## src/rtl/mem_stage_pkg.sv

```systemverilog
// Shared encodings for the memory-access stage: memOp/memSize codes and FSM states.
package mem_stage_pkg;

  localparam logic [1:0] MEM_NONE  = 2'b00;
  localparam logic [1:0] MEM_LOAD  = 2'b01;
  localparam logic [1:0] MEM_STORE = 2'b10;

  localparam logic [1:0] SZ_BYTE = 2'b00;
  localparam logic [1:0] SZ_HALF = 2'b01;
  localparam logic [1:0] SZ_WORD = 2'b10;

  typedef enum logic [1:0] {IDLE, REQ, RESP} state_t;

  // Size code 11 behaves as a word access.
  function automatic logic is_misaligned(input logic [1:0] size, input logic [1:0] addr_lo);
    logic mis;
    mis = 1'b0;
    if (size == SZ_HALF)
      mis = addr_lo[0];
    else if (size == SZ_WORD || size == 2'b11)
      mis = (addr_lo != 2'b00);
    return mis;
  endfunction

endpackage

```

## src/rtl/lsu_lane_align.sv

```systemverilog
// Combinational byte-lane steering: store data/strobe generation and load extract with sign/zero extension.
module lsu_lane_align
  import mem_stage_pkg::*;
(
  input  logic [1:0]  st_addr_lo,
  input  logic [1:0]  st_size,
  input  logic [31:0] st_din,
  output logic [3:0]  st_wstrb,
  output logic [31:0] st_wdata,
  input  logic [1:0]  ld_addr_lo,
  input  logic [1:0]  ld_size,
  input  logic        ld_unsigned,
  input  logic [31:0] ld_word,
  output logic [31:0] ld_data
);

  logic [7:0]  byte_v;
  logic [15:0] half_v;
  logic        sext;

  // Misaligned offsets are truncated to natural alignment by only looking at the relevant address bits.
  always_comb begin
    st_wstrb = 4'b1111;
    st_wdata = st_din;
    case (st_size)
      SZ_BYTE: begin
        st_wstrb = 4'b0001 << st_addr_lo;
        st_wdata = {4{st_din[7:0]}};
      end
      SZ_HALF: begin
        st_wstrb = st_addr_lo[1] ? 4'b1100 : 4'b0011;
        st_wdata = {2{st_din[15:0]}};
      end
      default: begin
        st_wstrb = 4'b1111;
        st_wdata = st_din;
      end
    endcase
  end

  always_comb begin
    byte_v = ld_word[7:0];
    case (ld_addr_lo)
      2'd0: byte_v = ld_word[7:0];
      2'd1: byte_v = ld_word[15:8];
      2'd2: byte_v = ld_word[23:16];
      default: byte_v = ld_word[31:24];
    endcase
    half_v = ld_addr_lo[1] ? ld_word[31:16] : ld_word[15:0];
    sext   = ~ld_unsigned;
    case (ld_size)
      SZ_BYTE: ld_data = {{24{sext & byte_v[7]}}, byte_v};
      SZ_HALF: ld_data = {{16{sext & half_v[15]}}, half_v};
      default: ld_data = ld_word;
    endcase
  end

endmodule

```

## src/rtl/mem_access_stage.sv

```systemverilog
// Memory-access stage: ALU passthrough in 1 cycle, stores >=2, loads >=3; holds execute while REQ/RESP.
// Optional MEM_MISALIGN_TRAP_EN traps misaligned accesses instead of truncating them.
module mem_access_stage
  import mem_stage_pkg::*;
#(
  parameter int RESP_TIMEOUT = 0,
  parameter int TIMEOUT_W    = 8
) (
  input  logic        clk,
  input  logic        rstN,
  input  logic        inValid,
  input  logic [31:0] aluToMem,
  input  logic [1:0]  memOp,
  input  logic [1:0]  memSize,
  input  logic        memUnsigned,
  input  logic [31:0] memDin,
  input  logic [4:0]  rdIn,
  input  logic        regWriteIn,
  output logic        hold,
  output logic        dReqValid,
  input  logic        dReqReady,
  output logic        dReqWrite,
  output logic [31:0] dReqAddr,
  output logic [3:0]  dReqWstrb,
  output logic [31:0] dReqWdata,
  input  logic        dRespValid,
  input  logic [31:0] dRespData,
  output logic        wbValid,
  output logic        wbWe,
  output logic [4:0]  wbRd,
  output logic [31:0] wbData,
  output logic        busErr
`ifdef MEM_MISALIGN_TRAP_EN
  ,
  output logic        misalignTrap
`endif
);

  state_t                 state_q, state_d;
  logic [TIMEOUT_W-1:0]   cnt_q, cnt_d;
  logic [31:0]            addr_q;
  logic [1:0]             size_q;
  logic                   uns_q, we_q, write_q;
  logic [4:0]             rd_q;
  logic [3:0]             wstrb_q, st_wstrb;
  logic [31:0]            wdata_q, st_wdata, ld_data;
  logic                   capture, is_mem;
  logic                   wb_vld_d, wb_we_d, bus_err_d, trap_d;
  logic [4:0]             wb_rd_d;
  logic [31:0]            wb_dat_d;

  lsu_lane_align u_align (
    .st_addr_lo  (aluToMem[1:0]),
    .st_size     (memSize),
    .st_din      (memDin),
    .st_wstrb    (st_wstrb),
    .st_wdata    (st_wdata),
    .ld_addr_lo  (addr_q[1:0]),
    .ld_size     (size_q),
    .ld_unsigned (uns_q),
    .ld_word     (dRespData),
    .ld_data     (ld_data)
  );

  assign is_mem    = (memOp == MEM_LOAD) || (memOp == MEM_STORE);
  assign hold      = (state_q != IDLE);
  assign dReqValid = (state_q == REQ);
  assign dReqWrite = write_q;
  assign dReqAddr  = {addr_q[31:2], 2'b00};
  assign dReqWstrb = wstrb_q;
  assign dReqWdata = wdata_q;

  always_comb begin
    state_d   = state_q;
    cnt_d     = cnt_q;
    capture   = 1'b0;
    wb_vld_d  = 1'b0;
    wb_we_d   = 1'b0;
    wb_rd_d   = wbRd;
    wb_dat_d  = wbData;
    bus_err_d = 1'b0;
    trap_d    = 1'b0;
    case (state_q)
      IDLE: begin
        if (inValid && is_mem) begin
`ifdef MEM_MISALIGN_TRAP_EN
          if (is_misaligned(memSize, aluToMem[1:0])) begin
            wb_vld_d = 1'b1;
            wb_rd_d  = rdIn;
            wb_dat_d = aluToMem;
            trap_d   = 1'b1;
          end else begin
            capture = 1'b1;
            state_d = REQ;
          end
`else
          capture = 1'b1;
          state_d = REQ;
`endif
        end else begin
          wb_vld_d = inValid;
          wb_we_d  = regWriteIn;
          wb_rd_d  = rdIn;
          wb_dat_d = aluToMem;
        end
      end
      REQ: begin
        if (dReqReady) begin
          if (write_q) begin
            wb_vld_d = 1'b1;
            wb_rd_d  = rd_q;
            state_d  = IDLE;
          end else begin
            cnt_d   = '0;
            state_d = RESP;
          end
        end
      end
      RESP: begin
        // A response in the final timeout cycle still wins over the abort.
        if (dRespValid) begin
          wb_vld_d = 1'b1;
          wb_we_d  = we_q;
          wb_rd_d  = rd_q;
          wb_dat_d = ld_data;
          state_d  = IDLE;
        end else if (RESP_TIMEOUT != 0 &&
                     (cnt_q + TIMEOUT_W'(1)) == TIMEOUT_W'(RESP_TIMEOUT)) begin
          wb_vld_d  = 1'b1;
          wb_rd_d   = rd_q;
          bus_err_d = 1'b1;
          state_d   = IDLE;
        end else begin
          cnt_d = cnt_q + TIMEOUT_W'(1);
        end
      end
      default: state_d = IDLE;
    endcase
  end

  always_ff @(posedge clk) begin
    if (!rstN) begin
      state_q <= IDLE;
      cnt_q   <= '0;
      addr_q  <= '0;
      size_q  <= '0;
      uns_q   <= 1'b0;
      rd_q    <= '0;
      we_q    <= 1'b0;
      write_q <= 1'b0;
      wstrb_q <= '0;
      wdata_q <= '0;
      wbValid <= 1'b0;
      wbWe    <= 1'b0;
      wbRd    <= '0;
      wbData  <= '0;
      busErr  <= 1'b0;
`ifdef MEM_MISALIGN_TRAP_EN
      misalignTrap <= 1'b0;
`endif
    end else begin
      state_q <= state_d;
      cnt_q   <= cnt_d;
      if (capture) begin
        addr_q  <= aluToMem;
        size_q  <= memSize;
        uns_q   <= memUnsigned;
        rd_q    <= rdIn;
        we_q    <= regWriteIn;
        write_q <= (memOp == MEM_STORE);
        wstrb_q <= st_wstrb;
        wdata_q <= st_wdata;
      end
      wbValid <= wb_vld_d;
      wbWe    <= wb_we_d;
      wbRd    <= wb_rd_d;
      wbData  <= wb_dat_d;
      busErr  <= bus_err_d;
`ifdef MEM_MISALIGN_TRAP_EN
      misalignTrap <= trap_d;
`endif
    end
  end

`ifndef MEM_MISALIGN_TRAP_EN
  logic unused_trap;
  assign unused_trap = trap_d;
`endif

endmodule

```

## config.mk

```make
export PLATFORM = sky130hd
export DESIGN_NAME = mem_access_stage
export DESIGN_NICKNAME = d
export VERILOG_FILES = /design/src/rtl/mem_stage_pkg.sv /design/src/rtl/lsu_lane_align.sv /design/src/rtl/mem_access_stage.sv
export SDC_FILE = /design/constraint.sdc
export NUM_CORES = 1
export LEC_CHECK = 0
export ABC_AREA = 1
export ABC_CLOCK_PERIOD_IN_PS = 4150
export CAP_MARGIN = 20
export CORE_MARGIN = 10
export CORE_UTILIZATION = 48
export CTS_CLUSTER_SIZE = 28
export DETAILED_ROUTE_END_ITERATION = 10
export GPL_TIMING_DRIVEN = 0
export PLACE_DENSITY = 0.87
export SLEW_MARGIN = 25
export SYNTH_ARGS = -nofsm -noshare
export SYNTH_HDL_FRONTEND = slang
export SYNTH_SLANG_ARGS = --single-unit
```

## constraint.sdc

```tcl
create_clock -name clk -period 4.15 [get_ports clk]
set_input_delay 0.6225 -clock clk [delete_from_list [all_inputs] [get_ports clk]]
set_output_delay 0.6225 -clock clk [all_outputs]
set_load 0.01 [all_outputs]
```

==> After elaboration in Yosys (flattened, before gate mapping) <==
Index checks and enable logic that the tools add are counted.
{ "totals": {"reg_bits": 119, "input_bits": 112, "output_inout_bits": 111, "word_cells": 71} }
{ "classes": {"n_eq_ne": 13, "n_shift": 1, "mux": 29, "n_bitwise": 3, "reduce_logical": 12} }
{ "op_table": {"columns": ["operator", "n"], "rows": [
  ["32-bit one-hot mux with 2 select lines", 3],
  ["32-bit two-way mux", 2],
  ["8-bit one-hot mux with 3 select lines", 1],
  ["5-bit two-way mux", 4],
  ["16-bit two-way mux", 1],
  ["5-bit one-hot mux with 3 select lines", 1],
  ["2-bit by 1-bit == test with 1-bit output, second input constant", 5],
  ["2-bit zero test", 4],
  ["1-bit two-way mux", 8],
  ["2-bit two-way mux", 4],
  ["4-bit one-hot mux with 2 select lines", 1],
  ["2-bit == test, second input constant", 3],
  ["2-bit inequality test, second input constant", 3],
  ["2-bit one-hot mux with 3 select lines", 1],
  ["3-bit AND reduction", 2],
  ["5-bit AND reduction", 1],
  ["4-bit two-way mux", 1],
  ["2-bit by 1-bit inequality test with 1-bit output, second input constant", 2],
  ["2-bit nonzero test", 2],
  ["1-bit by 2-bit << shifter with 4-bit output, first input constant", 1],
  ["1-bit one-hot mux with 3 select lines", 1],
  ["3-bit nonzero test", 1],
  ["1-bit AND", 2],
  ["1-bit one-hot mux with 2 select lines", 1],
  ["3 further kinds", 3]
]} }

==> Depth between registers and ports, before layout <==
{ "logic_depth": {"depth_word": 6, "mapped_depth": 11, "ltp_nobuf": 9} }

==> By module <==
A second synthesis with hierarchy kept.
{ "hier_totals": {"hier_cells": 987, "hier_area_um2": 6526.3} }
{ "modules_own_cells": {"columns": ["module", "n_inst", "cells_each", "area_per_inst_um2", "seq_area_each_um2"], "rows": [
  ["mem_access_stage", 1, 738, 5247.5, 2382.3],
  ["lsu_lane_align", 1, 249, 1278.7, 0.0]
]} }

==> Worst setup path before layout <==
Ideal clock, no wire load.
{ "synth_path": {"path_type": "input to register", "start": "in memOp[0]", "end": "reg wbData[15]", "setup_time_ns": 0.116, "arrival_time_ns": 1.771, "t_required_ns": 4.034, "path_slack_ns": 2.262, "path_stages": 10, "n_path_buf": 2, "cell_sequence": "inv_1 > ha_1 > nor2_4 > nor2_2 > o21ai_2 > inv_2 > buf_6 > buf_6 > o21ai_1 > a21oi_1"} }
{ "synth_between": {"elab_chain_len": 5, "elab_cells_between_ends": 6, "classes_between": "eq/ne: 3; reduce/logical: 3"} }
{ "synth_lines": {"columns": ["item", "line_no", "text"], "rows": [
  ["start, declared", "mem_access_stage.sv:13", "input logic [1:0] memOp,"],
  ["2-bit by 1-bit == test with 1-bit output / 2-bit == test (equally long branches)", "mem_access_stage.sv:65", "assign is_mem = (memOp == MEM_LOAD) || (memOp == MEM_STORE);"],
  ["1-bit logical OR (*)", "mem_access_stage.sv:65", null],
  ["1-bit logical AND (*)", "mem_access_stage.sv:85", "if (inValid && is_mem) begin"],
  ["2-bit inequality test (no source line) (*)", null, null],
  ["3-bit AND reduction (no source line) (*)", null, null],
  ["end signal, assigned", "mem_access_stage.sv:177", "wbData <= wb_dat_d;"],
  ["end, declared", "mem_access_stage.sv:31", "output logic [31:0] wbData,"]
]} }
Mark *: on every way between the ends. The rest lies on a longest branch, timed or not.
A chain may end at the register's enable or synchronous reset.

==> Final worst setup path <==
{ "layout_path": {"start": "in memOp[0]", "end": "reg rd_q[2]"} }
{ "layout_between": {"elab_chain_len": 5, "elab_cells_between_ends": 6, "classes_between": "eq/ne: 2; mux: 2; reduce/logical: 2"} }
{ "layout_lines": {"columns": ["item", "line_no", "text"], "rows": [
  ["2-bit by 1-bit == test with 1-bit output / 2-bit == test (equally long branches)", "mem_access_stage.sv:65", null],
  ["1-bit logical OR (*)", "mem_access_stage.sv:65", null],
  ["1-bit logical AND (*)", "mem_access_stage.sv:85", null],
  ["1-bit two-way mux (*)", "mem_access_stage.sv:85", null],
  ["1-bit two-way mux (*)", "mem_access_stage.sv:83", "case (state_q)"],
  ["end signal, assigned", "mem_access_stage.sv:168", "rd_q <= rdIn;"],
  ["end, declared", "mem_access_stage.sv:44", "logic [4:0] rd_q;"]
]} }
Marks and branches as above.

==> flow_metrics.env <==
export IMPL_status="finished, final reports clean"
export IMPL_dp_hpwl_um=17100
export IMPL_pwr_share_clk=0.254
export IMPL_die_height_um=130
export IMPL_design_core_area_mm2=0.0119
export IMPL_crit_buf_inv=4
export IMPL_hp_class="reg -> reg"
export IMPL_critPathCaptureType="flip-flop"
export IMPL_antenna_found_initial=0
export IMPL_worst_pin_slew_ns=0.725
export IMPL_num_rows=40
export IMPL_fin_skew_ns=0.00617
export IMPL_routed_via_count=6558
export IMPL_port_buffers=218
export IMPL_tritoncts="yes"
export IMPL_area_growth_pct=49.8
export IMPL_netlist_area_mm2=0.00580
export IMPL_cts_sinks=119
export IMPL_post_route_min_period_ns=2.40
export IMPL_clkLatencyLatePin_ns=0.42
export IMPL_crit_slowest_cell="clkdlybuf4s50_1"
export IMPL_cts_root_buf="clkbuf_16"
export IMPL_fin_crit_sh=0.577
export IMPL_synth_top_cell_area_share=0.411
export IMPL_firstDrtPassIters=6
export IMPL_worstPathCellList="clkdlybuf4s50_1 > inv_1 > ha_1 > nor2_4 > buf_2 > clkbuf_1 > o21ai_0 > a21oi_1"
export IMPL_synth_edff_count=0
export IMPL_start_kind="primary input"
export IMPL_wire_per_inst_um=18.1
export IMPL_grt_max_degree=17
export IMPL_p_int_w=0.00329
export IMPL_fmax_mhz=417
export IMPL_via_per_inst=5.38
export IMPL_gp_congestion=1.01
export IMPL_post_cts_resized=0
export IMPL_drc_errors=0
export IMPL_tns_ns=0
export IMPL_switchingPower_w=0.00183
export IMPL_ys_seq_elements=119
export IMPL_htree_levels=4
export IMPL_die_w_um=130
export IMPL_async_flop_share=0
export IMPL_synth_main_ff_cell="dfxtp_1"
export IMPL_finalHoldViolations=0
export IMPL_ant_nets=0
export IMPL_clk_pin_slew_ns=0.05
export IMPL_ys_warn_count=0
export IMPL_fillers=960
export IMPL_rsz0062_at_grt="no"
export IMPL_holdBufCountCts=0
export IMPL_ys_types=31
export IMPL_p_sw_frac=0.357
export IMPL_final_setup_viol_count=0
export IMPL_dp_slack_ns=1.41
export IMPL_synthTopCellsByCount="nand2_1 (137), a21oi_1 (119), dfxtp_1 (119), o21ai_0 (87), nor2_1 (80)"
export IMPL_postRouteWirelength_um=22100
export IMPL_pwr_density_cell_mw_per_mm2=590
export IMPL_netlist_top_cell_by_area="dfxtp_1"
export IMPL_seq_area_frac_synth=0.411
export IMPL_clockBufferDepth=2
export IMPL_slowest_delay_ns=0.47
export IMPL_crit_arrival_ns=2.74
export IMPL_first_iter_violations=543
export IMPL_peakVddDrop_v=0.000300
export IMPL_drive_gt1_frac=0.104
export IMPL_cap_violations=0
export IMPL_crit_path_max_fanout=10
export IMPL_ioPinCount=223
export IMPL_grt_overflow=0
export IMPL_crit_required_ns=4.50
export IMPL_cts_buffers_inserted=17
export IMPL_drv_slew=0
export IMPL_initial_core_util=0.487
export IMPL_post_synth_cell_area_avg_um2=7.06
export IMPL_layout_setup_ws_ns=1.75
export IMPL_p_seq_frac=0.315
export IMPL_grt_pass1_wl_um=33300
export IMPL_combPwrFrac=0.431
export IMPL_grt_usage=0.255
export IMPL_die_area_mm2=0.0169
export IMPL_total_power_w=0.00512
export IMPL_power_leakage_nw=3.69
export IMPL_cts_setup_buffers=0
export IMPL_syn_inst=821
export IMPL_grt_pass1_vias=6430
export IMPL_critPathTopFamily="buffers and inverters"
export IMPL_fin_nets=1177
export IMPL_synth_area_top_cells="dfxtp_1 (41%), a21oi_1 (10%), nand2_1 (8.9%)"
export IMPL_path_class="in -> reg"
export IMPL_slew_headroom=0.517
export IMPL_yosysMostFrequentCell="nand2_1"
==> path summary, 6_finish.rpt <==
| kind | start | end | slack, ns | depth (start not counted) |
|---|---|---|---|---|
| hold reg to reg | dReqWdata[23] | dReqWdata[23] | 0.46 | 2 |
| setup reg to reg | state_q[1] | rd_q[2] | 2.00 | 8 |
| hold / removal | dReqWdata[23] | dReqWdata[23] | 0.46 | 2 |
| setup / recovery | memOp[0] | rd_q[2] | 1.75 | 8 |
==> layout by cell type, fill, tap and decap left out, drive strengths merged, types with 7 or more instances in the layout <==
| cell type | count |
|---|---|
| clkdlybuf4s50 | 218 |
| nand2 | 138 |
| a21oi | 119 |
| dfxtp | 119 |
| o21ai | 105 |
| nor2 | 89 |
| inv | 61 |
| buf | 59 |
| clkbuf | 54 |
| nand3 | 38 |
| or2 | 18 |
| o22ai | 17 |
| o211ai | 9 |
| a21boi | 7 |
==> sequential cells by signal (all words and copies together) (netlist names) <==
signal and count:
rd_q 5, we_q 1, wbValid 1, wbWe 1
wbData 32, uns_q 1, addr_q 32, size_q 2
dReqWstrb 4, wbRd 5, dReqWdata 32, state_q 2
dReqWrite 1
==> worst min-delay path, delay by kind of cell, from the launching register on <==
family / cells / cell delay (ns)
flops: 1 / 0.30
simple gates: 1 / 0.06
compound gates: 1 / 0.05
==> power by group through the flow <==
stage | clock, W | combinational (W) | sequential [W]
after floorplan | 0 | 0.00108 | 0.00170
after global placement | 0 | 0.00215 | 0.00162
after detailed placement | 0 | 0.00218 | 0.00163
after CTS | 0.00130 | 0.00220 | 0.00161
after global routing | 0.00135 | 0.00240 | 0.00164
final | 0.00130 | 0.00221 | 0.00161
==> metal layers <==
| layer | vias up | GRT usage | wire length (um) |
|---|---|---|---|
| met3 | 65 | 0.107 | 2690 |
| met2 | 373 | 0.429 | 10400 |
| met4 | 0 | 0.116 | 807 |
| met1 | 2953 | 0.274 | 8200 |
| met5 | - | 0 | 0 |
| li1 | 3167 | - | - |
==> cells by family (layout without fill, tap and decap cells) <==
| kind of cell | count (synthesis) | after routing | share of synthesized area |
|---|---|---|---|
| simple gates | 284 | 284 | 0.208 |
| compound gates | 263 | 263 | 0.240 |
| buf+inv | 149 | 398 | 0.129 |
| flops | 119 | 119 | 0.411 |
| fa+ha+maj | 5 | 5 | 0.0108 |
| other cells | 1 | 4 | 0.000647 |
==> area by class of cell <==
type / instances / area, um^2 / area share
Multi-Input combinational cell: 555 / 2670 / 0.308
Tap cell: 147 / 184 / 0.0212
Antenna cell: 1 / 2.50 / 0.000288
Clock inverter: 4 / 20.0 / 0.00230
Buffer: 86 / 512 / 0.0589
Timing Repair Buffer: 218 / 2180 / 0.251
Inverter: 63 / 236 / 0.0272
Sequential cell: 119 / 2380 / 0.274
Clock buffer: 27 / 493 / 0.0568
==> through the flow <==
stage / hold slack [ns] / utilization / std cells / cell area, um^2
after floorplan: 0.445 / - / 823 / 5800
after global placement: 0.451 / 0.686 / 1188 / 8170
after detailed placement: 0.459 / 0.686 / 1188 / 8170
after CTS: 0.465 / 0.729 / 1219 / 8680
after global routing: 0.490 / 0.729 / 1219 / 8680
final: 0.462 / 0.729 / 1220 / 8690
Note: power is estimated with default switching activity, not from simulation.
==> edit: new RTL, config.mk and constraints unchanged <==
Encoding of `state_t`: now one-hot (3 bits for 3 states).
--- a/src/rtl/mem_stage_pkg.sv
+++ b/src/rtl/mem_stage_pkg.sv
@@ -9,7 +9,7 @@
   localparam logic [1:0] SZ_HALF = 2'b01;
   localparam logic [1:0] SZ_WORD = 2'b10;
 
-  typedef enum logic [1:0] {IDLE, REQ, RESP} state_t;
+  typedef enum logic [2:0] {IDLE = 3'b001, REQ = 3'b010, RESP = 3'b100} state_t;
 
   // Size code 11 behaves as a word access.
   function automatic logic is_misaligned(input logic [1:0] size, input logic [1:0] addr_lo);
Formal check against the unedited RTL: no difference found for any inputs over 4 cycles, from zero or initial values and one cycle with rstN low; so few cycles prove little.
==> edit against the unedited design <==
Maximum frequency up 1.6%. First-iteration DRC count up 26%. Synthesized area rose by 3.0%. Sequential cell count increased by 1. Worst setup slack gained 0.037 ns. Hold slack barely moved. Final cell count rose by 3.6%. Clock skew rose by 0.0028 ns. Design area increased by 4.1%. Routed wire length rose by 3.2%. Largest cell class is now multi-input gates. Register-to-register slack improved by 0.48 ns. Critical path type unchanged.
Power is not compared: it rests on default switching activity, and its combinational part moved more than twofold at a synthesized area within 25%.
==> edit: results (changes against the unedited design) <==
----------------------------------------------------
[Critical path]
  Highest net fanout along the worst path ... 10 (unchanged)
  Startpoint of the lowest-slack register-to-register path ... addr_q[1]
  Critical path arrival ... 2.72 ns (-0.02 ns)
  Slack of the worst reg-to-reg path ... 2.48 ns (+0.48 ns)
  Crit Reg-Reg Endpoint ... wbData[16]
  Source of the critical timing path ... memOp[0]
  Last element of the critical path ... addr_q[31]
  R2r worst-path depth ... 8 (unchanged)

[Drt]
  DR iter-0 viols ... 683 (+26%)
  Final routed wire length divided by cell count ... 18.0 microns (-0.40%)
  Total via count in the routed design ... 6742 (+2.8%)
  Detailed Routing Iterations Pass 1 ... 7 (+1)
  Number of nets with antenna violations after routing ... 0 (unchanged)

[Power and ir drop]
  Worst IR Drop VDD ... 0.272 mV
  LEAKAGE ... 3.95 nW

[CTS]
  Clock root buffer ... clkbuf_16
  Clock transition at the registers of the reported paths ... 0.05 ns (about the same)
  CTS H-tree lvls ... 4 (unchanged)
  CTS resizes ... 0 (unchanged)
  Deepest clock path buffer count ... 2 (unchanged)
  Clock insertion delay at the later pin of the skew report ... 0.43 ns
  TritonCTS Buffers ... 17 (unchanged)
  Post-CTS setup-driven buffer insertion count ... 0 (unchanged)

[Synthesis]
  FFs w/ async S/R, synth ... 0% (unchanged)
  Top cell types by occurrence after synthesis ... 183 x nand2_1, 120 x dfxtp_1, 106 x a21oi_1, 80 x o21ai_0, 62 x nor2_1
  Warnings from Yosys ... 0 (unchanged)
  Sequential-to-total area share from yosys stat ... 40.2% (-0.88 points)
  Area share of xor/xnor cells in the synthesized design ... 0% (unchanged)
  Most used flip-flop cell after synthesis ... dfxtp_1
  Arithmetic-cell share of the synthesized area counting full adders, half adders and majority gates ... 0.209% (-0.87 points)
  Share of the synthesized area in compound gates (AO/OA/AOI/OAI) ... 23.0% (-1.0 points)
  Post-synthesis mux area share ... 0% (unchanged)
  Synth cell types ... 38 (+23%)
  Top area cells in the synthesized netlist ... dfxtp_1 40%, nand2_1 11%, a21oi_1 8.9%

[Global routing]
  Met2 track demand over resource in global routing ... 43.1% (+0.28 points)
  Maximum number of pins on one net before global-route repair ... 17 (unchanged)
  Met1 routing resource usage after global routing ... 29.5% (+2.1 points)
  Antenna violations before repair ... 1 (+1)
  First-pass GRT wire length ... 36100 microns (+8.1%)
  Met3 capacity usage during global routing ... 10.3% (-0.42 points)
  Overall global routing resource usage ... 25.8% (+0.30 points)

[STA]
  Clock skew after layout ... 0.00894 ns (+0.00277 ns)
  Max-slew headroom at the worst pin ... 59.9% (+8.2 points)

[Cells and area]
  Ant. Diodes ... 0 (-1)
  Fraction of layout instances using a drive strength above 1 ... 12.7% (+2.2 points)
  Layout filler cell count ... 953 (-0.73%)
  Net total in the final layout ... 1196 (+1.6%)

[Placed design]
  Number of port buffers ... 218 (unchanged)
  RePlAce Congestion ... 0.923 (-8.4%)
  Placed cell areas ... 0.00837 sq mm (+2.5%)
  Placed wire-length estimate ... 17300 microns (+1.3%)

[Hold path]
  Min-Delay Path Depth ... 2 (unchanged)
  Worst Hold Class ... reg -> reg

[Status]
  Outcome ... complete, no violations

----------------------------------------------------
## edit: cell types whose count changed after synthesis, moves of 8 or more
cell,change
o21bai_1,+19
nor2_1,-18
buf_2,+8
o22ai_1,-16
a21oi_1,-13
inv_1,-8
nand3_1,+15
o211ai_1,-8
nand2_1,+46
o21ai_1,-16
## edit: metrics by stage
stage	utilization [%]	instances	setup WS, ns	power [mW]	hold slack (ns)
finish	74.6	1264	1.79	3.88	0.462
global route	74.6	1264	1.60	4.02	0.491
CTS	74.6	1264	1.78	3.88	0.463
detailed placement	69.1	1232	1.39	2.21	0.455
global placement	69.1	1232	1.41	2.19	0.448
floorplan	-	846	2.22	1.76	0.451
## edit: cell type report
type,count,area share (%)
clock inverter,14,2.52
timing repair buffer,218,24.1
inverter,58,2.41
multi-input combinational,580,31.5
tap,168,2.33
sequential,120,26.6
buffer,88,5.69
clock buffer,18,4.86
## edit: cells by family (layout without fill, tap and decap cells)
group                    Yosys count  after routing
AO/OA/AOI/OAI                    243            243
adder cells (fa/ha/maj)            1              1
buffers and inverters            146            396
flip-flops                       120            120
other                              1              3
AND/OR/NAND/NOR                  333            333
## edit: worst max-delay path, stage by stage
cell	delay [ns]
clkdlybuf4s50_1	0.45
inv_1	0.04
ha_1	0.31
nor2_2	0.17
inv_1	0.09
nor2_4	0.25
clkbuf_1	0.47
o21ai_0	0.17
nor2_1	0.13
## edit: routing by layer
metal  share of wire, %  up-vias  wire length (microns)
met5                  0        -                      0
met4                2.2        0                    503
met3                 11       45                   2610
met2                 47      360                  10800
met1                 39     3103                   8910
li1                   -     3234                      -
## edit: report_power, final
part	total, mW	leakage (nW)	switching, mW	internal, mW
sequential	1.33	0.990	0.0617	1.27
combinational	0.867	2.64	0.431	0.436
clock	1.68	0.321	0.547	1.13
## edit: how the worst min path moves through the flow
stage | startpoint | endpoint | slack [ns]
after global routing | dReqWdata[1] | dReqWdata[1] | 0.49
after detailed placement | dReqWdata[23] | dReqWdata[23] | 0.45
final | dReqWdata[23] | dReqWdata[23] | 0.46
after CTS | dReqWdata[23] | dReqWdata[23] | 0.46
after global placement | dReqWdata[3] | dReqWdata[3] | 0.45
after floorplan | uns_q | uns_q | 0.45
